--- src/rtl/uart_tx_arb.sv ---
// Packet-granular round-robin arbiter that shares one uart_tx byte input
// between NUM_REQ byte-stream requesters; the byte path is combinational.
module uart_tx_arb #(
  parameter int unsigned NUM_REQ    = 4,
  parameter int unsigned DATA_WIDTH = 8
) (
  input  logic                          clk,
  input  logic                          rst,
  input  logic [NUM_REQ*DATA_WIDTH-1:0] req_data,
  input  logic [NUM_REQ-1:0]            req_last,
  input  logic [NUM_REQ-1:0]            req_valid,
  output logic [NUM_REQ-1:0]            req_ready,
  input  logic                          tx_pause,
  output logic [DATA_WIDTH-1:0]         out_data,
  output logic                          out_valid,
  input  logic                          out_ready,
  output logic [NUM_REQ-1:0]            grant,
  output logic                          busy
);

  localparam int unsigned IW = (NUM_REQ > 1) ? $clog2(NUM_REQ) : 1;

  typedef enum logic {IDLE, OWN} state_t;

  state_t        state, state_nxt;
  logic [IW-1:0] owner, owner_nxt;
  logic [IW-1:0] ptr, ptr_nxt;
  logic [IW-1:0] pick;
  logic          found;
  logic          fire;

  // First valid requester at or after ptr, wrapping around.
  always_comb begin
    int unsigned idx;
    idx   = 0;
    found = 1'b0;
    pick  = ptr;
    for (int unsigned off = 0; off < NUM_REQ; off++) begin
      idx = int'(ptr) + off;
      if (idx >= NUM_REQ) idx = idx - NUM_REQ;
      if (!found && req_valid[idx]) begin
        found = 1'b1;
        pick  = IW'(idx);
      end
    end
  end

  assign fire = (state == OWN) && req_valid[owner] && out_ready && req_last[owner];

  always_ff @(posedge clk) begin
    if (rst) begin
      state <= IDLE;
      owner <= '0;
      ptr   <= '0;
    end else begin
      state <= state_nxt;
      owner <= owner_nxt;
      ptr   <= ptr_nxt;
    end
  end

  always_comb begin
    state_nxt = state;
    owner_nxt = owner;
    ptr_nxt   = ptr;
    case (state)
      IDLE: begin
        if (!tx_pause && found) begin
          state_nxt = OWN;
          owner_nxt = pick;
        end
      end
      OWN: begin
        if (fire) begin
          state_nxt = IDLE;
          ptr_nxt   = (owner == IW'(NUM_REQ - 1)) ? '0 : owner + 1'b1;
        end
      end
      default: state_nxt = IDLE;
    endcase
  end

  always_comb begin
    grant     = '0;
    busy      = 1'b0;
    out_valid = 1'b0;
    out_data  = '0;
    req_ready = '0;
    if (state == OWN) begin
      busy             = 1'b1;
      grant[owner]     = 1'b1;
      out_valid        = req_valid[owner];
      out_data         = req_data[int'(owner)*DATA_WIDTH +: DATA_WIDTH];
      req_ready[owner] = out_ready;
    end
  end

endmodule

--- config.mk ---
export PLATFORM = sky130hd
export DESIGN_NAME = uart_tx_arb
export DESIGN_NICKNAME = d
export VERILOG_FILES = /design/src/rtl/uart_tx_arb.sv
export SDC_FILE = /design/constraint.sdc
export NUM_CORES = 1
export LEC_CHECK = 0
export ABC_AREA = 1
export BUFFER_PORTS_ARGS = -buffer_cell sky130_fd_sc_hd__clkbuf_2
export CORE_ASPECT_RATIO = 1.75
export CORE_UTILIZATION = 40
export CTS_BUF_LIST = sky130_fd_sc_hd__clkbuf_16
export DETAILED_ROUTE_END_ITERATION = 7
export HOLD_SLACK_MARGIN = 0.12
export MAX_ROUTING_LAYER = met4
export PLACE_DENSITY = 0.73
export REMOVE_ABC_BUFFERS = 1
export SLEW_MARGIN = 25
export SYNTH_ARGS = -nofsm -noshare
export SYNTH_HDL_FRONTEND = slang
export SYNTH_SLANG_ARGS = --single-unit
--- constraint.sdc ---
create_clock -name clk -period 2.6 [get_ports clk]
set_input_delay 0.39 -clock clk [delete_from_list [all_inputs] [get_ports clk]]
set_output_delay 0.39 -clock clk [all_outputs]
set_load 0.02 [all_outputs]
==> metrics, run 1 <==
status finished, final reports clean; fmax roughly 520 MHz; post-synthesis compound-gate area fraction between 20% and 30%; Worst Clk Skew 0.00122 ns; final period utilization 74.3%; Clock Pin Slew Worst Setup and Hold Paths 0.03 ns; Initial Utilization 43.2%; PwrDens between 400 and 500 nW/um^2; min-delay src rst; core area 2150 um^2; #FFs+latches synth 5; first-pass GRT wire length roughly 4400 um; internal power approximately 0.38 mW; Max Root-Sink Buffers 2; final setup margin ~0.67 ns; DR vias/cell slightly below 5; hold_buf cts 0; maximum vdd drop roughly 280 uV; clock root buffer clkbuf_16; Multi-input gate area between 700 and 800 um^2; fraction of layout cells with a size suffix above 1 a little under two fifths; Syn Inst Count 170; clock share of power about two fifths; sw frac 37.3%; Post-DRT Antenna Nets 0; DRC violations left 0; Fin. Hold Viols 0; # fillers approximately 210; # nets final between 200 and 300; worst slew pin tran 0.584 ns; DIE WIDTH a little under 40 um; crit-path cells inv_1, ha_1, nand2_1, nor2_1, clkbuf_2; max-slew violations 0; Hold/Removal Path Class in -> reg; Max stage delay cell, worst path inv_1; R2R Path Start ptr[1]; total power 0.611 mW; pre-CTS WS between 0.9 and 1 ns; Sequential Power Share 15.2%; Die H about 66 um; delay-heaviest family, CP buffers and inverters; hold depth 2; Sinks on Clock Net 5; GRT Residual Overflow 0; Sw Pwr between 0.2 and 0.25 mW; average wire per standard cell ~10 um; Total GRT Usage 24.3%; DIE AREA ~2500 um^2; Seq/Total Area, Yosys 10.8%; post-synthesis mux area share 0%; vias in the first global route around 1.1k; hold endpoint owner[1]; CTS tree yes; synthesized area between 900 and 1000 um^2; pin count of the biggest net entering global routing 25; I/O Pins slightly above 60; register area ~100 um^2; final setup violation count 0; Leak roughly 0.75 nW; Total Wirelength 2670 um; Buf+Inv Stages, Crit Path 2; P&R area growth vs syn 43.4%; fin crit period approximately 1.9 ns; PortBufs between 60 and 70; unrepaired setup endpoints after global routing false; Rel. slew slack between 60% and 70%; Syn Area/Cell around 5.5 um^2; R2R depth 10; # rows 22; initial antenna violation count 0; Startpoint Class flip-flop; top fanout value on the critical path 22; Yosys cell types 22; xor and xnor area share after synthesis less than 1%; slowest stage delay, CP 0.43 ns; Worst-Skew Late Latency 0.23 ns; postcts setup bufs 0; largest family of logic cells by synthesized area simple AND/OR/NAND/NOR gates; Final Wtd Congestion 0.784; max_cap viols 0; Fin Setup TNS 0 ns; htree depth 1; total number of vias 1265; DP HPWL ~2200 um; adder-cell share of the synthesized area approximately 5.4%; Critical Path AT 1.54 ns; kind of critical path reg -> out; # diodes 0; Synth Area in Simple Gates around half; Ys Warns 0; initial DRC count 28; combinational share of power between 40 and 50%; TritonRoute pass-1 iters 4; post-CTS resize count 0; Inserted Clock Buffers 3; Setup crit end kind output pin; Worst Path Required 2.21 ns; R2R setup slack 1.01 ns; Critical R2R Capture owner[0]
[how the worst max path moves through the flow]
stage	end	startpoint	slack, ns	cells past startpoint
5_1_grt	out_data[6]	owner[0]	0.56	4
2_1_floorplan	ptr[1]	owner[0]	0.67	6
3_5_place_dp	req_ready[2]	owner[0]	0.91	5
3_3_place_gp	req_ready[2]	owner[0]	0.94	5
4_1_cts	req_ready[2]	owner[0]	0.65	5
6_report	req_ready[2]	owner[0]	0.67	5
[power groups by stage]
stage          clock (mW)  sequential [mW]  combinational (mW)
3_5_place_dp            0           0.0937               0.270
5_1_grt             0.256           0.0940               0.301
2_1_floorplan           0            0.104               0.170
3_3_place_gp            0           0.0934               0.265
6_report            0.248           0.0926               0.270
4_1_cts             0.248           0.0926               0.272
[final cells by class]
cell class                 count  area share (%)
sequential                     5            7.52
multi-input combinational    146            56.3
timing repair buffer          63            24.1
clock inverter                 1           0.282
inverter                      14            3.95
tap                           24            2.26
clock buffer                   3            5.64
[per-layer routing]
metal / track usage, % / vias up / part of all wire, %
met5: - / - / 0
li1: - / 669 / -
met3: 3.04 / 3 / 4.8
met1: 25.5 / 546 / 40
met4: 7.76 / 0 / 0.90
met2: 44.5 / 47 / 54
[flip-flops by register name, indices dropped and copies added, names as in the netlist]
name	count
owner	2
ptr	2
state	1
[worst reg2reg max path, stage by stage, from the launching register on]
cell and delay [ns]:
dfxtp_1 0.45, inv_2 0.16, nand2_1 0.09, nand2_1 0.06
nand2_1 0.10, nand2_4 0.08, nor2_8 0.12, nand3_2 0.08
nand2_1 0.10, nand2_1 0.06, o21a_1 0.17
[layout by cell type (no fill, tap or decap), types with 2 or more instances in the layout]
cell type,n
a21oi_1,16
nand3_2,2
dfxtp_1,5
ha_1,4
inv_1,12
nand3_1,7
nor2_1,42
o21ai_1,11
nand2_2,7
nand2_4,5
clkbuf_2,61
buf_4,2
nand2_1,37
o21ai_0,9
clkbuf_16,3
inv_2,3
[logic make-up after synthesis]
logic type	Yosys count
adder cells (fa/ha/maj)	4
buffers and inverters	19
AO/OA/AOI/OAI	39
XOR/XNOR	1
flip-flops	5
AND/OR/NAND/NOR	102
[through the flow]
step | hold slack, ns | std cells | area, um^2 | util (%)
after floorplan | 0.452 | 165 | 902 | -
after global placement | 0.532 | 252 | 1250 | 58.3
after detailed placement | 0.534 | 252 | 1250 | 58.3
after CTS | 0.375 | 256 | 1330 | 62.0
after global routing | 0.378 | 256 | 1330 | 62.0
final | 0.372 | 256 | 1330 | 62.0
[synthesized netlist by cell type, drive strengths merged]
library cell,n,area share [%]
a21oi,17,9.6
buf,3,1.6
clkbuf,2,1.2
dfxtp,5,11
ha,4,5.4
inv,14,5.7
nand2,49,26
nand3,9,5.9
nand4,1,0.67
nor2,43,19
o21a,1,0.81
o21ai,21,13
xor2,1,0.94
No activity file was read; power rests on OpenSTA's default activity.
==> run 2: changes to the inputs <==
--- a/config.mk
+++ b/config.mk
@@ -5,15 +5,14 @@
 export SDC_FILE = /design/constraint.sdc
 export NUM_CORES = 1
 export LEC_CHECK = 0
-export ABC_AREA = 1
+export ABC_AREA = 0
 export BUFFER_PORTS_ARGS = -buffer_cell sky130_fd_sc_hd__clkbuf_2
-export CORE_ASPECT_RATIO = 1.75
-export CORE_UTILIZATION = 40
+export CORE_UTILIZATION = 34
 export CTS_BUF_LIST = sky130_fd_sc_hd__clkbuf_16
 export DETAILED_ROUTE_END_ITERATION = 7
 export HOLD_SLACK_MARGIN = 0.12
 export MAX_ROUTING_LAYER = met4
-export PLACE_DENSITY = 0.73
+export PLACE_DENSITY = 0.72
 export REMOVE_ABC_BUFFERS = 1
 export SLEW_MARGIN = 25
 export SYNTH_ARGS = -nofsm -noshare
==> constraint.sdc (replaced) <==
create_clock -name clk -period 1.6 [get_ports clk]
set_input_delay 0.24 -clock clk [delete_from_list [all_inputs] [get_ports clk]]
set_output_delay 0.24 -clock clk [all_outputs]
set_load 0.02 [all_outputs]
==> run 2 against run 1 <==
The flow now finishes with violations (setup timing). Sequential power up 64%. Setup slack worse by 0.81 ns. Die area down 8.6%. First-iteration DRC count down 82%. Register-to-register slack worse by 1.1 ns. Combinational power up 27%. Cell count down 32%. Clock skew down 0.00089 ns. Design area up 4.3%. Sequential share of layout area up 0.14 points. Via count down 31%. Largest cell class unchanged. Highest routed layer unchanged.
==> metrics, run 2 <==
fraction of layout cells with a size suffix above 1 ~74%; Ys Warns 0; Worst Path Required about 1.4 ns; fmax 573 MHz; P&R area growth vs syn 92.7%; TritonRoute pass-1 iters 3; # nets final just under 200; total number of vias ~870; initial antenna violation count 0; failing checks setup timing; commonest non-fill, non-tap cell in the layout clkbuf_2; worst slew pin tran about 0.40 ns; final period utilization 109%; htree depth 1; crit-path cells buf_6, mux4_2, and2_4, buf_6; M2 GR Usage approximately two fifths; Total Wirelength between 2000 and 2500 um; busiest grt layer met2; Post-DRT Antenna Nets 0; #FFs+latches synth 5; maximum vdd drop 615 uV; top-count cell post-synth and2_1; PwrDens about 660 nW/um^2; max-slew violations 0; Rel. slew slack ~73%; Max stage delay cell, worst path mux4_2; EDFF count, synth 0; post-synth top area share between 20% and 30%; Setup crit end kind output pin; initial DRC count 5; final setup violation count 11; commonest cells in the synthesized netlist 12 x and2_1, 8 x mux4_2, 5 x dfxtp_1; met3 Use GR approximately 6%; Initial Utilization a little over a third; core area around 2000 um^2; hold_buf cts 0; first-pass GRT wire length a little over 3000 um; Leak roughly 0.67 nW; Fin. Hold Viols 0; vias in the first global route 733; Synth area leaders mux4_2 25%, dfxtp_1 14%, and2_1 10%; # diodes 0; Worst Clk Skew 0.000331 ns; Top Registers owner x2, ptr x2, state x1; delay-heaviest family, CP multiplexers; CTS tree yes; Yosys cell types 30; Die H about 48 um; Syn Inst Count 75; GRT Residual Overflow 0; fin crit period about 1.7 ns; Total GRT Usage about a fifth; # rows 16; Sinks on Clock Net 5; unrepaired setup endpoints after global routing true; DIE WIDTH slightly below 50 um; Clock Pin Slew Worst Setup and Hold Paths approximately 0.030 ns; pre-CTS WS -0.0100 ns; Worst-Skew Late Latency 0.23 ns; synthesized area 721 um^2; Post-synth ARST share 0%; Critical Path AT ~1.5 ns; pin count of the biggest net entering global routing 22; DP HPWL ~1700 um; Final Wtd Congestion 0.854; top fanout value on the critical path 5; met1 GRT Util between 10% and 20%; commonest non-fill, non-tap cells in the layout 48 x clkbuf_2, 17 x buf_6, 9 x mux4_2, 9 x and2_4; R2R setup slack -0.13 ns; Max Root-Sink Buffers 2; area leader, netlist mux4_2; average wire per standard cell between 10 and 15 um; Buf+Inv Stages, Crit Path 2; Hold/Removal Path Class in -> reg; DRC violations left 0; final setup margin -0.145 ns; DR vias/cell ~5; kind of critical path reg -> out; clock root buffer clkbuf_16; slowest stage delay, CP just under 0.5 ns; Startpoint Class flip-flop; Inserted Clock Buffers 3; cell mode on critical path buf_6; # fillers 147; I/O Pins a little over 60; status finished, violations left; ys flop type dfxtp_1; Fin Setup TNS -1.39 ns; PortBufs 61; max_cap viols 0; DIE AREA around 2300 um^2; Seq/Total Area, Yosys 13.9%; Syn Area/Cell a little under 10 um^2
[run 2: metal layers]
metal | share of wire [%] | wire length (um)
met1 | 36 | 847
met2 | 58 | 1370
met3 | 5.6 | 132
met4 | 0.63 | 15
met5 | 0 | 0
[run 2: cell families (layout without fill, tap and decap cells)]
kind of cell	after synthesis	in the layout	share of synthesized area, %
AND/OR/NAND/NOR	33	33	27.8
multiplexers	13	13	34.9
AO/OA/AOI/OAI	11	11	10.6
buffers and inverters	9	80	5.90
flip-flops	5	5	13.9
adder cells (fa/ha/maj)	4	4	6.94
[run 2: path summary, 6_finish.rpt]
check	cells past startpoint	end	startpoint
setup reg to reg	6	ptr[0]	owner[0]
hold reg to reg	2	ptr[1]	ptr[1]
hold / removal	2	owner[0]	rst
setup / recovery	4	out_data[1]	owner[0]
[run 2: final cells by class]
class,instances,area [um^2],share of cell area (%)
Sequential cell,5,106,7.66
Inverter,4,17.5,1.26
Clock buffer,3,75.1,5.41
Multi-Input combinational cell,61,646,46.5
Clock inverter,1,3.75,0.270
Tap cell,27,33.8,2.43
Timing Repair Buffer,72,507,36.5
[run 2: through the flow]
stage	hold slack (ns)	std cells	power (mW)	area (um^2)	utilization, %
6_report	0.261	173	0.911	1390	70.1
5_1_grt	0.272	173	0.957	1390	70.1
4_1_cts	0.254	172	0.857	1230	62.2
3_5_place_dp	0.501	165	0.417	1080	54.7
3_3_place_gp	0.490	165	0.407	1080	54.7
2_1_floorplan	0.309	70	0.295	693	-
[run 2: power breakdown]
part           internal, mW  switching, mW
Clock                 0.324         0.0902
Sequential            0.133         0.0188
Combinational         0.203          0.141
[run 2: what timing repair did]
action | CTS | global route
endpoints found under the setup margin | 18 | 18
resized for setup | 14 | 58
setup buffers | 3 | 2
cloned | 0 | 0
pin swaps | 0 | 1
==> run 3: changes to the inputs <==
==> constraint.sdc (replaced) <==
create_clock -name clk -period 1.4 [get_ports clk]
set_input_delay 0.21 -clock clk [delete_from_list [all_inputs] [get_ports clk]]
set_output_delay 0.21 -clock clk [all_outputs]
set_load 0.02 [all_outputs]
==> run 3 against run 2 <==
The flow still finishes with violations (setup timing). Combinational power up 33%. Design area increased by 12%. Global-route usage is 3.9 points higher. Non-clock buffer count increased by 5. Setup slack got worse by 0.21 ns. Critical path depth did not move. Clock skew is essentially flat. Routed wire length up 10%. Sequential cell count is the same. Largest power group unchanged.
==> metrics, run 3 (same netlist as run 2, synthesis figures left out) <==
hold depth 2; failing checks setup timing; DR vias/cell 5.17; # fillers 116; Leak around 0.72 nW; fin crit period about 1.7 ns; Total GRT Usage between 20% and 30%; commonest non-fill, non-tap cell in the layout clkbuf_2; Inserted Clock Buffers 3; post-layout util 78.2%; R2R setup slack -0.25 ns; slowest stage delay, CP just over 0.5 ns; crit-path cells buf_12, mux4_2, and2_4, buf_8; Rel. slew slack ~75%; clock root buffer clkbuf_16; DIE WIDTH 48.0 um; routed length on met3 approximately 120 um; wire length on met2 approximately 1600 um; htree depth 1; min-delay src rst; Total Wirelength around 2600 um; kind of critical path reg -> out; GRT Residual Overflow 0; Startpoint Class flip-flop; pre-CTS WS -0.242 ns; PortBufs slightly above 60; worst slew pin tran 0.371 ns; critical path launch point owner[0]; TritonRoute pass-1 iters 4; top fanout value on the critical path 3; Hold/Removal Path Class in -> reg; Final Non-Filler Cells around 180; average wire per standard cell roughly 15 um; total power 1.09 mW; # rows 16; final setup margin -0.350 ns; Setup crit end kind output pin; Worst-Skew Late Latency roughly 0.23 ns; I/O Pins 62; Final Wtd Congestion about 0.98; Fin. Hold Viols 0; core area roughly 2000 um^2; hold endpoint owner[1]; max_cap viols 0; R2R depth 5; Initial Utilization 36.4%; R2R Path Start owner[0]; Worst Clk Skew approximately 0.00052 ns; PwrDens between 700 and 800 nW/um^2; initial antenna violation count 0; final period utilization 125%; Max stage delay cell, worst path mux4_2; fmax between 500 and 600 MHz; max-slew violations 0; fraction of layout cells with a size suffix above 1 78.1%; pin count of the biggest net entering global routing 14; total number of vias just over 900; M1 WL approximately 900 um; status finished, violations left; Worst Path Required about 1.2 ns; maximum vdd drop 829 uV; top sig layer met4; commonest non-fill, non-tap cells in the layout 44 x clkbuf_2, 18 x buf_8, 13 x and2_4; final setup violation count 20; initial DRC count 8; placed insts 169; P&R area growth vs syn 115%; Fin Setup TNS -5.04 ns; Critical R2R Capture ptr[0]; CTS tree yes; # diodes 0; first-pass GRT wire length 3650 um; Post-DRT Antenna Nets 0; # nets final 200; DRC violations left 0; DP HPWL about 1700 um; Buf+Inv Stages, Crit Path 2; vias in the first global route 861; Sinks on Clock Net 5; Max Root-Sink Buffers 2; delay-heaviest family, CP multiplexers; unrepaired setup endpoints after global routing true; DIE AREA ~2300 um^2; Clock Pin Slew Worst Setup and Hold Paths ~0.030 ns; hold_buf cts 0; Top Registers owner x2, ptr x2, state x1; Critical Path AT about 1.5 ns; Die H 48.0 um
## run 3: cell count changes in the layout (fill, tap and decap cells not counted), moves of 2 or more
cell      previous run  this run
buf_6               17         4
ha_4                 2         4
and2_4               9        13
and2_1               4         0
buf_8                3        18
ha_2                 2         0
clkbuf_2            48        44
buf_4                4        10
## run 3: report_power, final
group / internal [mW] / total, mW / switching [mW]
registers: 0.152 / 0.168 / 0.0160
logic: 0.273 / 0.459 / 0.186
clock network: 0.370 / 0.468 / 0.0975
## run 3: timing repair
action / CTS / global route
pin swaps: 13 / 1
gates resized for setup: 70 / 21
buffers inserted: 4 / 2
endpoints found under the setup margin: 20 / 20
## run 3: area by class of cell
type / instances / area, um^2 / area share, %
Multi-Input combinational cell: 61 / 681 / 43.9
Timing Repair Buffer: 77 / 631 / 40.7
Sequential cell: 5 / 106 / 6.86
Clock buffer: 3 / 75.1 / 4.84
Tap cell: 27 / 33.8 / 2.18
Inverter: 4 / 20.0 / 1.29
Clock inverter: 1 / 3.75 / 0.242
## run 3: layer usage
layer,vias up,track usage [%]
met2,38,49.5
met4,0,7.78
li1,429,-
met5,-,-
met3,5,3.77
met1,449,22.2
## run 3: worst max-delay path by stage
stage                        endpoint  slack [ns]  cells past startpoint
after floorplan                ptr[0]       -0.61                      4
after global placement    out_data[7]       -0.18                      4
after detailed placement  out_data[7]       -0.24                      4
after CTS                   out_valid       -0.37                      4
after global routing        out_valid       -0.38                      4
final                       out_valid       -0.35                      4
## run 3: worst reg2reg max path, stage by stage (launching register included)
cell and delay (ns):
dfxtp_4 0.36, buf_12 0.10, mux4_2 0.51, and2_4 0.20, nand2_4 0.07, mux2_4 0.29
## run 3: through the flow
| stage | hold slack (ns) | area (um^2) |
|---|---|---|
| CTS | 0.223 | 1520 |
| global placement | 0.469 | 1110 |
| finish | 0.233 | 1550 |
| floorplan | 0.279 | 693 |
| detailed placement | 0.472 | 1110 |
| global route | 0.242 | 1550 |
